<file path="src/rtl/sg_pkg.sv">
// Shared defaults and the width helper for the significand normaliser.
package sg_pkg;
  localparam int SG_WIDTH = 22;
  localparam int SG_EXP_W = 8;

  function automatic int clog2(input int value);
    int r;
    int v;
    r = 0;
    v = value - 1;
    while (v > 0) begin
      r++;
      v = v >> 1;
    end
    return r;
  endfunction
endpackage

</file>
<file path="src/rtl/sg_lead_one.sv">
// Leading-one detector: index of the highest set bit, WIDTH-1 with zero=1 when empty.
module sg_lead_one
  import sg_pkg::*;
#(
  parameter int WIDTH = SG_WIDTH,
  parameter int CNT_W = clog2(WIDTH)
) (
  input  logic [WIDTH-1:0] sig,
  output logic [CNT_W-1:0] index,
  output logic             zero
);

  always_comb begin
    index = CNT_W'(WIDTH - 1);
    zero  = 1'b1;
    for (int i = 0; i < WIDTH; i++) begin
      if (sig[i]) begin
        index = CNT_W'(i);
        zero  = 1'b0;
      end
    end
  end

endmodule

</file>
<file path="src/rtl/sg_norm_pipe.sv">
// Two-stage significand normaliser: S1 finds the leading one, S2 shifts and
// adjusts the exponent, clamping at zero and flagging underflow.
module sg_norm_pipe
  import sg_pkg::*;
#(
  parameter int WIDTH = SG_WIDTH,
  parameter int EXP_W = SG_EXP_W,
  parameter int CNT_W = clog2(WIDTH)
) (
  input  logic             clock,
  input  logic             resetn,
  input  logic             in_valid,
  output logic             in_ready,
  input  logic [WIDTH-1:0] in_sig,
  input  logic [EXP_W-1:0] in_exp,
  output logic             out_valid,
  input  logic             out_ready,
  output logic [WIDTH-1:0] out_sig,
  output logic [EXP_W-1:0] out_exp,
  output logic [CNT_W-1:0] out_count,
  output logic             out_zero,
  output logic             out_uflow
);

  localparam int AW = ((EXP_W > CNT_W) ? EXP_W : CNT_W) + 1;

  // Returns {underflow, exponent}; the exponent saturates at zero.
  function automatic logic [EXP_W:0] sat_exp(input logic [EXP_W-1:0] e,
                                             input logic [CNT_W-1:0] sh);
    logic [AW-1:0] diff;
    diff = AW'(e) - AW'(sh);
    if (diff[AW-1]) return {1'b1, {EXP_W{1'b0}}};
    return {1'b0, diff[EXP_W-1:0]};
  endfunction

  logic             vld_p1_q, vld_p1_d, vld_p2_q, vld_p2_d;
  logic [WIDTH-1:0] sig_p1_q, sig_p1_d, sig_p2_q, sig_p2_d;
  logic [EXP_W-1:0] exp_p1_q, exp_p1_d, exp_p2_q, exp_p2_d;
  logic [CNT_W-1:0] idx_p1_q, idx_p1_d, cnt_p2_q, cnt_p2_d;
  logic             zero_p1_q, zero_p1_d, zero_p2_q, zero_p2_d;
  logic             uflow_p2_q, uflow_p2_d;
  logic [CNT_W-1:0] lo_index;
  logic             lo_zero;
  logic             s1_moves;
  logic [CNT_W-1:0] shift;
  logic [CNT_W-1:0] shamt;
  logic [EXP_W:0]   adj;

  assign s1_moves = !vld_p2_q || out_ready;
  assign in_ready = !vld_p1_q || s1_moves;

  // Stage 1: leading-one detection on the incoming significand
  sg_lead_one #(.WIDTH(WIDTH), .CNT_W(CNT_W)) u_lead_one (
    .sig  (in_sig),
    .index(lo_index),
    .zero (lo_zero)
  );

  always_comb begin
    vld_p1_d  = vld_p1_q;
    sig_p1_d  = sig_p1_q;
    exp_p1_d  = exp_p1_q;
    idx_p1_d  = idx_p1_q;
    zero_p1_d = zero_p1_q;
    if (in_ready) begin
      vld_p1_d = in_valid;
      if (in_valid) begin
        sig_p1_d  = in_sig;
        exp_p1_d  = in_exp;
        idx_p1_d  = lo_index;
        zero_p1_d = lo_zero;
      end
    end
  end

  // Stage 2: normalising shift and exponent adjustment
  always_comb begin
    shift      = CNT_W'(WIDTH - 1) - idx_p1_q;
    adj        = sat_exp(exp_p1_q, shift);
    shamt      = adj[EXP_W] ? CNT_W'(exp_p1_q) : shift;
    vld_p2_d   = vld_p2_q;
    sig_p2_d   = sig_p2_q;
    exp_p2_d   = exp_p2_q;
    cnt_p2_d   = cnt_p2_q;
    zero_p2_d  = zero_p2_q;
    uflow_p2_d = uflow_p2_q;
    if (s1_moves) begin
      vld_p2_d = vld_p1_q;
      if (vld_p1_q) begin
        cnt_p2_d  = idx_p1_q;
        zero_p2_d = zero_p1_q;
        if (zero_p1_q) begin
          sig_p2_d   = '0;
          exp_p2_d   = '0;
          uflow_p2_d = 1'b0;
        end else begin
          sig_p2_d   = sig_p1_q << shamt;
          exp_p2_d   = adj[EXP_W-1:0];
          uflow_p2_d = adj[EXP_W];
        end
      end
    end
  end

  always_ff @(posedge clock or negedge resetn) begin
    if (!resetn) begin
      vld_p1_q   <= 1'b0;
      vld_p2_q   <= 1'b0;
      sig_p2_q   <= '0;
      exp_p2_q   <= '0;
      cnt_p2_q   <= CNT_W'(WIDTH - 1);
      zero_p2_q  <= 1'b0;
      uflow_p2_q <= 1'b0;
    end else begin
      vld_p1_q   <= vld_p1_d;
      vld_p2_q   <= vld_p2_d;
      sig_p2_q   <= sig_p2_d;
      exp_p2_q   <= exp_p2_d;
      cnt_p2_q   <= cnt_p2_d;
      zero_p2_q  <= zero_p2_d;
      uflow_p2_q <= uflow_p2_d;
    end
  end

  // S1 payload is qualified by vld_p1_q, so it carries no reset
  always_ff @(posedge clock) begin
    sig_p1_q  <= sig_p1_d;
    exp_p1_q  <= exp_p1_d;
    idx_p1_q  <= idx_p1_d;
    zero_p1_q <= zero_p1_d;
  end

  assign out_valid = vld_p2_q;
  assign out_sig   = sig_p2_q;
  assign out_exp   = exp_p2_q;
  assign out_count = cnt_p2_q;
  assign out_zero  = zero_p2_q;
  assign out_uflow = uflow_p2_q;

endmodule

</file>
<file path="config.mk">
export PLATFORM = sky130hd
export DESIGN_NAME = sg_norm_pipe
export DESIGN_NICKNAME = d
export VERILOG_FILES = /design/src/rtl/sg_pkg.sv /design/src/rtl/sg_lead_one.sv /design/src/rtl/sg_norm_pipe.sv
export SDC_FILE = /design/constraint.sdc
export NUM_CORES = 1
export LEC_CHECK = 0
export BUFFER_PORTS_ARGS = -buffer_cell sky130_fd_sc_hd__buf_2
export CORE_ASPECT_RATIO = 1.75
export CORE_MARGIN = 4
export CORE_UTILIZATION = 44
export CTS_CLUSTER_DIAMETER = 200
export DETAILED_ROUTE_END_ITERATION = 7
export PLACE_DENSITY = 0.64
export SYNTH_ARGS = -nofsm -noshare
export SYNTH_HDL_FRONTEND = slang
export SYNTH_SLANG_ARGS = --single-unit
export TNS_END_PERCENT = 20
</file>
<file path="constraint.sdc">
create_clock -name clock -period 9.8 [get_ports clock]
set_clock_uncertainty 0.1 [all_clocks]
set_input_delay 2.94 -clock clock [delete_from_list [all_inputs] [get_ports clock]]
set_output_delay 2.94 -clock clock [all_outputs]
set_load 0.02 [all_outputs]
</file>
* Word-level counts from Yosys, hierarchy flattened
Index checks and enable logic that the tools add are counted.
Widths: inputs -> output; s select.
** Word-level totals
- Register bits after elaboration :: 75
- Bits in latches :: 0
- Memory bits (writable) :: 0
- ROM bits :: 0
- Output and inout port bits :: 39
- Logic and storage cells :: 54
- Memories :: 0
** Operators by class
- Add/sub/neg operators :: 2
- $mul :: 0
- Div/mod/pow operators :: 0
- Magnitude comparators :: 0
- Eq/ne operators :: 0
- Shifts and indexed selects :: 1
- Mux-type cells :: 29
- Bitwise logic cells :: 0
- Reduce and logical (&&, ||, !) cells :: 9
** Operators with widths (number)
- $mux 5 :: 17
- $mux 22 :: 1
- $shl 22x5->22 :: 1
- $reduce_or 21->1 :: 1
- $mux 9 :: 2
- $mux 3 :: 4
- $sub 8x5->9 :: 1
- $mux 8 :: 1
- $reduce_or 6->1 :: 1
- $sub 5x5->5 const A :: 1
- $mux 1 :: 4
- $reduce_and 2->1 :: 2
- $logic_not 1->1 :: 2
- $logic_or 1x1->1 :: 2
- $reduce_or 2->1 :: 1

* Longest topological paths before layout
Gate-level depths: netlist of run 1.
- Depth after elaboration :: 21
- Gate-level depth with buffers :: 14
- Gate-level depth less buffers :: 11

* Hierarchy
A second synthesis of run 1 with hierarchy kept.
** Unflattened totals
- Cells, all modules :: 390
- Area total of the unflattened synthesis :: 4249.1 um^2
** By module, submodules not included
- sg_norm_pipe :: times used 1, cells an instance 347, area an instance 4005.1 um^2, seq. area each 2060.7 um^2
- sg_lead_one :: times used 1, cells an instance 43, area an instance 244.0 um^2, seq. area each 0.0 um^2

* Least setup slack after synthesis of run 1
Ideal clock, no wire load.
- Kind :: input -> output
- Start point :: in out_ready
- End point :: out in_ready
- Arrival :: 3.218 ns
- Required time :: 6.760 ns
- Setup slack :: 3.542 ns
- Stages on the path :: 1
- Path buffers :: 0
- Path through :: nand3b_1
** On the way
- Longest elaborated chain between the ends :: 2
** Ends and longest elaborated chain
- from (decl) :: RTL line sg_norm_pipe.sv:17 : input logic out_ready,
- $logic_or 1x1->1 :: RTL line sg_norm_pipe.sv:49 : assign s1_moves = !vld_p2_q || out_ready;
- $logic_or 1x1->1 :: RTL line sg_norm_pipe.sv:50 : assign in_ready = !vld_p1_q || s1_moves;
- to (decl) :: RTL line sg_norm_pipe.sv:13 : output logic in_ready,
Every way passes these cells.

* Worst setup path after layout of run 1
Ends and elaborated chain as after synthesis.

==> results of run 1 <==
[cells in the final DEF (no fill, tap or decap), types with 13 or more instances in the layout]
master and n:
sky130_fd_sc_hd__dfrtp_1 36, sky130_fd_sc_hd__nor2_1 26, sky130_fd_sc_hd__o21ai_0 28, sky130_fd_sc_hd__edfxtp_1 36, sky130_fd_sc_hd__a21oi_1 18, sky130_fd_sc_hd__a211oi_1 13
sky130_fd_sc_hd__buf_2 72, sky130_fd_sc_hd__mux2i_1 22, sky130_fd_sc_hd__nand2_1 45, sky130_fd_sc_hd__inv_1 19
[metal layers]
layer,vias up,GRT usage (%),wire [um]
met5,-,0,0
met4,0,12.2,548
met3,28,3.23,455
met2,111,36.1,6150
met1,1719,22.0,4320
li1,1711,-,-
[worst reg2reg max path: stages (launching register included)]
cell                       delay (ps)
sky130_fd_sc_hd__edfxtp_1         550
sky130_fd_sc_hd__clkinv_1         240
sky130_fd_sc_hd__ha_1             210
sky130_fd_sc_hd__inv_1             60
sky130_fd_sc_hd__fa_1             460
sky130_fd_sc_hd__a211oi_4         370
sky130_fd_sc_hd__o21ai_2          400
sky130_fd_sc_hd__a21oi_4          770
sky130_fd_sc_hd__mux4_2           670
sky130_fd_sc_hd__a32o_1           240
sky130_fd_sc_hd__a311oi_1         380
sky130_fd_sc_hd__a21oi_1          120
[power groups by stage]
stage / clock [mW] / sequential [mW] / combinational [mW]
global placement: 0 / 0.393 / 0.237
finish: 0.294 / 0.388 / 0.241
global route: 0.310 / 0.392 / 0.264
detailed placement: 0 / 0.394 / 0.240
floorplan: 0 / 0.420 / 0.140
CTS: 0.298 / 0.389 / 0.241
[flip-flops by register name, summed over array words and instances (netlist names), 5 cells and up]
signal / flops
out_count: 5
out_exp: 8
out_sig: 22
exp_p1_q: 8
sig_p1_q: 22
idx_p1_q: 5
[final cells by class]
cell class | instances | share of cell area [%]
multi-input combinational | 300 | 41.7
timing repair buffer | 75 | 7.59
inverter | 21 | 1.56
sequential | 75 | 40.9
tap | 122 | 3.03
clock buffer | 13 | 4.96
clock inverter | 3 | 0.298
[per-stage QoR]
stage / utilization [%] / setup WS [ps] / hold slack [ps] / std cells / power, mW
floorplan: - / 3540 / 380 / 412 / 0.560
global placement: 49.8 / 3390 / 357 / 593 / 0.630
detailed placement: 49.8 / 3360 / 365 / 593 / 0.635
CTS: 52.6 / 3360 / 376 / 609 / 0.928
global route: 52.6 / 3330 / 389 / 609 / 0.967
finish: 52.6 / 3360 / 367 / 609 / 0.923
[path summary, 6_finish.rpt]
check                                 start           to  slack, ps  cells past startpoint
worst max register to register  idx_p1_q[0]  out_sig[16]       5100                     11
worst min-delay path              out_uflow    out_uflow        370                      2
max in group asynchronous            resetn  out_sig[18]       6440                      1
worst min register to register    out_uflow    out_uflow        370                      2
worst max-delay path              out_ready     in_ready       3360                      3
min in group asynchronous            resetn    out_valid       2610                      1
[kinds of logic (layout without fill, tap and decap cells)]
family,count (synthesis),count (layout),share of synthesized area [%]
fa+ha+maj,7,7,2.17
mux,35,35,9.11
buf+inv,37,112,5.06
compound gates,130,130,21.9
flops,75,75,47.1
xor+xnor,5,5,1.00
simple gates,123,123,13.7
==> summary.md, run 1 <==
The number of global-route vias before repair is 3,609. The routability congestion estimate was 0.928; the mean area per synthesized cell was 10.6 sq um. Among all stages on the critical path, the largest delay is contributed by sky130_fd_sc_hd__nand3b_1.

The largest total area in the synthesized netlist belongs to sky130_fd_sc_hd__edfxtp_1. The most used flip-flop cell after synthesis is sky130_fd_sc_hd__edfxtp_1. The final layout net count was 523; the relative contribution of combinational cells to total power was 26.1%. The cell area power density is 183 mW/mm^2.

Once detailed placement completed, the half-perimeter wirelength came to 9.07 mm. The area of the multi-input gates was 0.00210 sq mm. Across all layers, the routed design uses 3,569 vias. The tools report the final wirelength as 11.5 mm. TritonCTS built the clock tree. Sequential cells were found to cover 47.1% of the synthesized design area. The number of clock buffers added by TritonCTS is 9.

Derived from the worst setup path, the maximum achievable clock frequency is 0.155 GHz. Input and output buffers added on the ports amount to 72. Traced cell by cell, the critical path runs through buf_2, nand3b_1, buf_2. The run gives 42.0% as the relative contribution of sequential cells to total power. In this run the power spent charging and discharging nets is 0.293 mW. The buffer cell driving the clock tree root was sky130_fd_sc_hd__clkbuf_16.

Ranked by instance count, the synthesized netlist is headed by 45 x sky130_fd_sc_hd__nand2_1, 36 x sky130_fd_sc_hd__dfrtp_1, 36 x sky130_fd_sc_hd__edfxtp_1. The tools report the level count of the clock H-tree as 3. Data on the critical path is required at its endpoint by 6760 ps. The repair_antennas step left the layout with diodes totalling 0.

The logs give 0 for the final-report hold violation count and 0 for the setup-violating endpoint count in the final report. The post-route minimum period is 6440 ps, and the worst-margin pin slew is 1160 ps. Across the run, the number of max-cap violations was 0.

Total iterations of the first detailed-routing run: 4. From synthesis to final layout, the design area changed by 15.1%. The synthesized design contains 75 register bits.

Number of slew-limit violations in the final report: 0. Summed over all cells, the static leakage comes to 2.13 nW. Final-layout fill cell count: 883. The number of standard cells after synthesis was 412. The kind of cell adding the most delay to the critical path is buffers and inverters. The post-synth net total is 453. The overall track demand over capacity in global routing was 20.1%; the count of buffering cells on the critical path with inverters included was 2. The most instantiated library cell after synthesis is sky130_fd_sc_hd__nand2_1. Global-route wire length before repair: 18.5 mm. After synthesis the cells add up to 0.00438 sq mm. The initial utilization of the core area, before any placement, comes to 45.7%.

The average routed wire per standard cell is 18.8 um. Post-CTS repair changed the size of 0 cells. The quantity of hold-fixing buffers added after cts was 0; the count of flip-flops with a built-in enable after synthesis was 36.

The total I/O pin count is 73, and the detailed-route DRC error count is 0. The share of final-layout standard cells stronger than drive strength 1 works out to 24.6%. Data on the critical path arrives at its endpoint at 3400 ps. The maximum vdd drop was 0.0987 mV. STA classifies the critical path endpoint as a primary output.

The tools report the launching element type of the critical path as a primary input. The setup path with the least slack is of type in -> out. At the later pin of the worst-skew pair, clock insertion delay measures 340 ps. Class of the tightest hold or removal check: reg -> reg.

The number of standard-cell rows in the floorplan was 47; the maximum clock path buffer count was 2. For this design, the sink count on the clock tree is 75. Once layout is done, the placed cells without fillers occupy 0.00504 sq mm. The floorplan step set the die width to 83.4 um. The period utilization was 65.8%; the max-slew headroom at the worst pin was 22.6%. The fraction of registers with async set/reset works out to 52.0%.

The logs give 0.630 mW for the total internal power and 0 ps for the setup TNS. Height of the die: 140 um. The area of the core is 0.00959 sq mm. The synthesized design devotes to its leading area cell type 24.7% of total area. The cell that appears most often on the critical path is sky130_fd_sc_hd__buf_2.

The die outline area came out at 0.0117 sq mm. Setup repair after global routing left no endpoint under its margin. The part of the total power dissipated in the clock network is 31.9%.

Using the TritonRoute via totals, the vias-per-cell ratio works out to 5.86. The number of antenna violations at the first check in global routing was 0. Yosys mapped the design onto 68 distinct sky130hd cell types. After clock tree synthesis, the clock-pin slew on the worst setup and hold paths is 50 ps. The first routing iteration left 189 violations. The post-placement cell area came out at 0.00478 sq mm. The largest driver fanout on the critical path works out to 3.

The run finished with clean final reports. Once detail routing completed, the nets flagged for antenna violations numbered 0. The pin count of the biggest net entering global routing is 47, and the largest incremental delay on the critical path is 180 ps.

The yosys synthesis warning count was 0; the area of all sequential standard cells was 0.00206 sq mm. Net switching is 31.7% of the power. In this run the post-CTS setup repair buffer count came out at 0. After synthesis, the cell types taking the most area are sky130_fd_sc_hd__edfxtp_1 25%, sky130_fd_sc_hd__dfrtp_1 21%, sky130_fd_sc_hd__mux2i_1 5.3%, sky130_fd_sc_hd__nand2_1 3.9%, sky130_fd_sc_hd__o21ai_0 3.2%.

The final global-route overflow total came out at 0.
No activity file was read; power rests on OpenSTA's default activity.
==> run 2: changes to the inputs <==
- ABC_AREA: not set -> 1
- clock period: 9.8 -> 6.4 ns (I/O delays scaled with it)
==> summary.md, run 2 <==
The flow ran to the end, and the final reports show no timing, DRC or antenna violations. The run gives 0 (unchanged) as the number of slew-limit violations in the final report. The critical path arrival is 2330 ps (-1070 ps).

The quantity of hold-fixing buffers added after cts was 0 (unchanged). The detailed placement HPWL is 7.21 mm (-21%). The number of flip-flops and latches in the synthesized netlist is 75 (unchanged).

For the starting DRC count in detailed routing, the log shows 154 (-19%). The area of all sequential standard cells is 0.00206 sq mm (unchanged), and the number of antenna cells inserted is 0 (unchanged). The logs give 29.4% (+6.8 points) for the max-slew headroom at the worst pin and 0 (unchanged) for the count of nets left with antenna violations after detail routing. The average routed wire per standard cell was 12.6 um (-33%); the maximum vdd drop was 0.141 mV (+43%).

Fraction of the mapped netlist area in adder cells: 2.29% (+0.11 points). The kind of cell with the highest combined delay along the critical path is buffers and inverters. For the count of maximum capacitance violations, the log shows 0 (unchanged). Ranked by instance count, the synthesized netlist is headed by 198 x sky130_fd_sc_hd__nand2_1, 54 x sky130_fd_sc_hd__inv_1, 47 x sky130_fd_sc_hd__nand3_1.

The number of global-route vias before repair was 3,202 (-11%). The signal on the critical path passes through buf_2, inv_1, nand3_1, buf_2. The worst-margin pin slew is 1050 ps (-108 ps).

The tools report the portion of the post-synthesis area used by sequential elements as 49.5% (+2.5 points). Mean area per synthesized cell: 7.99 sq um (-25%). The critical path is of the in -> out type. The tools report the setup TNS as 0 ps (unchanged).

The synthesized-area fraction occupied by xor and xnor cells is 1.47% (+0.47 points). The combinational family with the most area after synthesis is simple AND/OR/NAND/NOR gates. The tools report the worst-skew pair later-pin latency as 330 ps (about the same).

The logs give 0.00178 sq mm (-15%) for the area of the multi-input gates and 46 (-2.1%) for the number of standard-cell rows in the floorplan. The run gives 0.00460 sq mm (-3.8%) as the post-placement cell area. The number of clock sinks is 75 (unchanged), and the number of antenna violations at the first check in global routing is 0 (unchanged).

The compound-cell area share of the yosys netlist works out to 10.3% (-12 points). The worst setup path is launched from a primary input. For the final global-route overflow total, the log shows 0 (unchanged). The share of final-layout standard cells stronger than drive strength 1 is 18.0% (-6.6 points). The logs give 0 (unchanged) for the post-cts repair resize count and 54.0% (+1.4 points) for the utilization after layout.

For the final-report hold violation count, the log shows 0 (unchanged). Most numerous cell on the critical path: sky130_fd_sc_hd__buf_2. The run gives 0.865 (-6.8%) as the routability congestion estimate. The count of flip-flops with a built-in enable after synthesis was 36 (unchanged). After synthesis, the cell types taking the most area are sky130_fd_sc_hd__edfxtp_1 26%, sky130_fd_sc_hd__dfrtp_1 22%, sky130_fd_sc_hd__nand2_1 18%, sky130_fd_sc_hd__nand3_1 5.7%, sky130_fd_sc_hd__inv_1 4.9%. Setup repair after global routing left no endpoint under its margin.

The tightest hold margin is 366 ps (-1.13 ps). The final total power is 1.62 mW (+76%). The area share of the largest cell type after synthesis is 26.0% (+1.3 points). Timing would allow up to 0.230 GHz. The required time of the critical path came out at 4380 ps (-2380 ps). Post-synth net total: 562 (+24%).

Area of the core: 0.00915 sq mm (-4.5%). For the total iterations of the first detailed-routing run, the log shows 5 (+1). The tools report the setup-violating endpoint count in the final report as 0 (unchanged). After layout, the minimum clock period comes to 4350 ps. The number of distinct library cells after synthesis is 36 (-47%), and the level count of the clock H-tree is 3 (unchanged).

The leakage power is 2.49 nW (+17%), and the cell area power density is 328 mW/mm^2 (+79%). The setup slack of the most critical reg-to-reg path is 2570 ps (-2530 ps), and the cell count after placement is 698 (+18%). Most common cell after layout, fill and taps aside: sky130_fd_sc_hd__nand2_1. The tools report the number of CTS-inserted buffers as 9 (unchanged).

STA classifies the critical path endpoint as a primary output. The area growth from synthesis to layout came out at 18.6%. The height of the die was 137 um (-2.4%); the count of buffering cells on the critical path with inverters included was 3 (+1). Worst setup timing slack at the placement stage: 2040 ps (-1320 ps). The run gives 714 (+17%) as the final instance count without filler cells. The fraction of registers with async set/reset came out at 52.0% (unchanged). The largest driver fanout on the critical path was 3 (unchanged). The biggest area contributor in the post-synthesis netlist is sky130_fd_sc_hd__edfxtp_1.

The cell area after layout is 0.00494 sq mm (-2.1%). The final wirelength is 9.02 mm (-21%). The run gives 0 (unchanged) as the detailed-route DRC error count. The final-layout fill cell count came out at 886 (+0.34%). The final layout net count came out at 630 (+20%).

The final critical path takes up 68.0% of the cycle. The port buffer count was 72 (unchanged). The area fraction in and, or, nand and nor cells after synthesis was 28.8% (+15 points); the cell area after synthesis was 0.00416 sq mm (-5.0%).

For this run, the leading register cell type out of synthesis is sky130_fd_sc_hd__edfxtp_1. The run gives 0.0111 sq mm (-4.6%) as the die outline area. The clock-pin slew on the worst setup and hold paths was 60 ps (about the same). The tools report the total I/O pin count as 73 (unchanged). The top cell types in the final layout, fill and taps aside, are 198 x sky130_fd_sc_hd__nand2_1, 72 x sky130_fd_sc_hd__buf_2, 54 x sky130_fd_sc_hd__inv_1, 47 x sky130_fd_sc_hd__nand3_1. The global-route wire length before repair was 14.8 mm (-20%); the yosys synthesis warning count was 0 (unchanged). The largest incremental delay on the critical path is 180 ps (about the same). The logs give 2050 ps (-1310 ps) for the worst-case setup margin in the final layout and 17.5% (-2.6 points) for the overall track demand over capacity in global routing. The tools report the routed via count as 3,514 (-1.5%). Buffer cell driving the clock tree root: sky130_fd_sc_hd__clkbuf_16. Most instantiated library cell after synthesis: sky130_fd_sc_hd__nand2_1. Maximum clock path buffer count: 2 (unchanged). Worst-path cell with the longest stage delay: sky130_fd_sc_hd__buf_2. The effective utilization at floorplan is 45.5% (-0.21 points). The ratio of routed vias to standard cells was 4.92 (-16%); the buffer count from post-CTS setup fixing was 0 (unchanged). TritonCTS built the clock tree. The worst hold path belongs to the class reg -> reg. The die boundary width came out at 81.5 um (-2.3%).

The mux contribution to synthesized area was 0% (-9.1 points); the pin count of the biggest net entering global routing was 42 (-11%). The number of standard cells after synthesis was 521 (+26%).
-- run 2: cell types whose count changed in the layout (fill, tap and decap cells not counted), sizes merged, moves of 12 or more --
cell | before | now
a211oi | 14 | 0
a21oi | 19 | 5
inv | 19 | 58
mux2i | 23 | 0
nand2 | 45 | 201
nand3 | 6 | 47
nor3 | 13 | 1
-- run 2: path summary, 6_finish.rpt --
check                             startpoint            to  cells after the start
worst max register to register   idx_p1_q[2]   out_sig[14]                     12
max in group asynchronous             resetn    out_sig[3]                      1
worst max-delay path               out_ready      in_ready                      4
worst min register to register  out_count[2]  out_count[2]                      2
min in group asynchronous             resetn      vld_p1_q                      1
worst min-delay path            out_count[2]  out_count[2]                      2
-- run 2: cells by family after synthesis --
logic type,Yosys count
buf+inv,76
compound gates,69
fa+ha+maj,7
flops,75
simple gates,287
xor+xnor,7
-- run 2: worst min-delay path, cell delays in order, from the launching register on --
cell,delay [ps]
sky130_fd_sc_hd__dfstp_2,360
sky130_fd_sc_hd__nand2_1,50
sky130_fd_sc_hd__nand2_1,50
-- run 2: routing by layer --
| layer | track usage [%] | vias to the layer above | wire, um |
|---|---|---|---|
| li1 | - | 1839 | - |
| met1 | 20.5 | 1591 | 3700 |
| met2 | 29.9 | 75 | 4740 |
| met3 | 2.50 | 9 | 415 |
| met4 | 9.96 | 0 | 164 |
| met5 | 0 | - | 0 |
-- run 2: final cells by class --
cell class | count | area share, %
clock buffers | 12 | 5.85
clock inverters | 4 | 1.06
inverters | 58 | 4.41
multi-input cells | 370 | 36.1
flip-flops and latches | 75 | 41.7
well taps | 120 | 3.04
repair buffers | 75 | 7.75
-- run 2: where the power goes --
group	leakage [nW]	switching, mW	internal [mW]
logic	1.47	0.302	0.147
registers	0.849	0.0401	0.589
clock network	0.169	0.183	0.360
total	2.49	0.525	1.10
==> run 3: changes to the inputs <==
- PLACE_DENSITY: 0.64 -> 0.67
- clock period: 6.4 -> 3.9 ns (I/O delays scaled with it)
==> summary.md, run 3 (synthesis gave the netlist of run 2 again) <==
For the setup TNS, the log shows 0 ps (unchanged). The worst-margin pin slew came out at 823 ps (-229 ps). Max-slew headroom at the worst pin: 45.1% (+16 points). The leakage power is 2.47 nW (-0.84%). For the die outline area, the log shows 0.0111 sq mm (unchanged). The global-route wire length before repair was 15.2 mm (+3.2%); the area growth from synthesis to layout was 17.9%. The quantity of hold-fixing buffers added after cts is 0 (unchanged), and the die boundary width is 81.5 um (unchanged).

STA classifies the critical path endpoint as a flip-flop. The tools report the count of nets left with antenna violations after detail routing as 0 (unchanged). The number of antenna cells inserted came out at 0 (unchanged).

The post-placement cell area is 0.00462 sq mm (+0.49%), and the buffer count from post-CTS setup fixing is 0 (unchanged). The level count of the clock H-tree came out at 3 (unchanged). For the post-cts repair resize count, the log shows 0 (unchanged). The average routed wire per standard cell is 13.0 um (+3.0%), and the period utilization is 86.4%. The cell depth of the worst hold path was 2 (unchanged); the final wirelength was 9.33 mm (+3.4%). The largest driver fanout on the critical path was 22 (+19); the final-report hold violation count was 0 (unchanged). The post-route minimum period works out to 3370 ps. The final instance count without filler cells was 717 (+0.42%). The share of final-layout standard cells stronger than drive strength 1 is 17.9% (-0.091 points).

The starting DRC count in detailed routing is 225 (+46%), and the area of the core is 0.00915 sq mm (unchanged). The maximum clock rate is 0.297 GHz. The tools report the pin count of the biggest net entering global routing as 41 (-2.4%). Number of CTS-inserted buffers: 9 (unchanged).

The tools report the worst-skew pair later-pin latency as 330 ps (about the same). The number of global-route vias before repair came out at 3,218 (+0.50%). The total iterations of the first detailed-routing run was 4 (-1). The run gives 4020 ps (-360 ps) as the required time of the critical path.

The number of clock sinks was 75 (unchanged); the clock-pin slew on the worst setup and hold paths was 60 ps (about the same). In this run the worst hold path is classified as reg -> reg. The cell area power density was 522 mW/mm^2 (+59%). TritonCTS built the clock tree. Cell count after placement: 701 (+0.43%). The buffer cell driving the clock tree root was sky130_fd_sc_hd__clkbuf_16. The number of antenna violations at the first check in global routing was 0 (unchanged). The final global-route overflow total was 0 (unchanged). For the total I/O pin count, the log shows 73 (unchanged). The effective utilization at floorplan is 45.5% (unchanged), and the number of slew-limit violations in the final report is 0 (unchanged). The run gives 0.928 (+7.2%) as the routability congestion estimate. Leaving out fill and tap cells, the most frequent cells in the layout are 198 x sky130_fd_sc_hd__nand2_1, 72 x sky130_fd_sc_hd__buf_2, 54 x sky130_fd_sc_hd__inv_1, 47 x sky130_fd_sc_hd__nand3_1. The cell area after layout is 0.00490 sq mm (-0.66%), and the setup-violating endpoint count in the final report is 0 (unchanged). The setup slack of the most critical reg-to-reg path was 530 ps (-2040 ps); the routed via count was 3,533 (+0.54%).

For the critical path arrival, the log shows 3490 ps (+1160 ps). The height of the die is 137 um (unchanged). The run gives 0 (unchanged) as the detailed-route DRC error count. The count of maximum capacitance violations was 0 (unchanged). The tools report the maximum clock path buffer count as 2 (unchanged). Cell count of the worst reg-to-reg path: 18 (+6).

The final total power was 2.56 mW (+58%); the number of standard-cell rows in the floorplan was 46 (unchanged). The ratio of routed vias to standard cells was 4.93 (+0.12%); the final layout net count was 633 (+0.48%). The detailed placement HPWL was 7.40 mm (+2.6%). The run finished with clean final reports.

The port buffer count came out at 72 (unchanged). The overall track demand over capacity in global routing is 17.9% (+0.41 points). The library cell used most frequently in the layout, excluding fill and tap cells, is sky130_fd_sc_hd__nand2_1. Setup repair after global routing left no endpoint under its margin. The worst setup path is of the reg -> reg kind. The tools report the maximum vdd drop as 0.239 mV (+69%).

The worst setup path is launched from a flip-flop.
-- run 3: cell count changes in the layout (fill, tap and decap cells not counted), sizes merged --
cell	previous run	this run
buf	75	78
clkinvlp	0	2
clkbuf	12	11
clkinv	3	2
-- run 3: layout make-up --
class / instances / area [sq um]
Clock inverter: 5 / 53.8
Multi-Input combinational cell: 370 / 1780
Inverter: 58 / 218
Clock buffer: 11 / 233
Tap cell: 120 / 150
Timing Repair Buffer: 78 / 405
Fill cell: 883 / 4250
Sequential cell: 75 / 2060
-- run 3: routing by layer --
metal / GRT usage (%) / share of wire [%] / vias to the layer above
met5: 0 / 0 / -
met4: 10.3 / 2.8 / 0
met3: 2.37 / 4.2 / 23
met2: 31.1 / 53 / 86
met1: 20.6 / 40 / 1592
li1: - / - / 1832
-- run 3: final timing paths --
path	startpoint	endpoint
worst max register to register	idx_p1_q[1]	out_sig[19]
max in group asynchronous	resetn	out_sig[0]
worst max-delay path	idx_p1_q[1]	out_sig[19]
worst min register to register	out_count[4]	out_count[4]
worst min-delay path	out_count[4]	out_count[4]
min in group asynchronous	resetn	out_valid
-- run 3: worst max-delay path, cell delays in order (launching register included) --
cell	delay, ps
sky130_fd_sc_hd__edfxtp_1	420
sky130_fd_sc_hd__ha_1	230
sky130_fd_sc_hd__xnor2_1	200
sky130_fd_sc_hd__ha_1	320
sky130_fd_sc_hd__a21oi_1	150
sky130_fd_sc_hd__nand2_1	90
sky130_fd_sc_hd__nand2_1	120
sky130_fd_sc_hd__nand2_4	130
sky130_fd_sc_hd__o21ai_4	440
sky130_fd_sc_hd__inv_2	200
sky130_fd_sc_hd__nand2_2	110
sky130_fd_sc_hd__o21ai_2	70
sky130_fd_sc_hd__or2_1	200
sky130_fd_sc_hd__nand2_1	90
sky130_fd_sc_hd__nand2_1	80
sky130_fd_sc_hd__nand3_1	110
sky130_fd_sc_hd__nand3_1	80
sky130_fd_sc_hd__nand2_1	70
sky130_fd_sc_hd__nand2_1	40
-- run 3: through the flow --
stage               hold WS, ps  setup slack [ps]  utilization [%]
finish                      363               531             53.6
global route                372               173             53.6
CTS                         367               518             53.6
detailed placement          357               554             50.5
global placement            358               671             50.5
floorplan                   367              1170                -
-- run 3: power by group --
group / switching [mW] / internal [mW] / total [mW] / leakage [nW]
clock network: 0.295 / 0.491 / 0.787 / 0.133
registers: 0.0673 / 0.966 / 1.03 / 0.849
logic: 0.496 / 0.245 / 0.741 / 1.49
total: 0.858 / 1.70 / 2.56 / 2.47
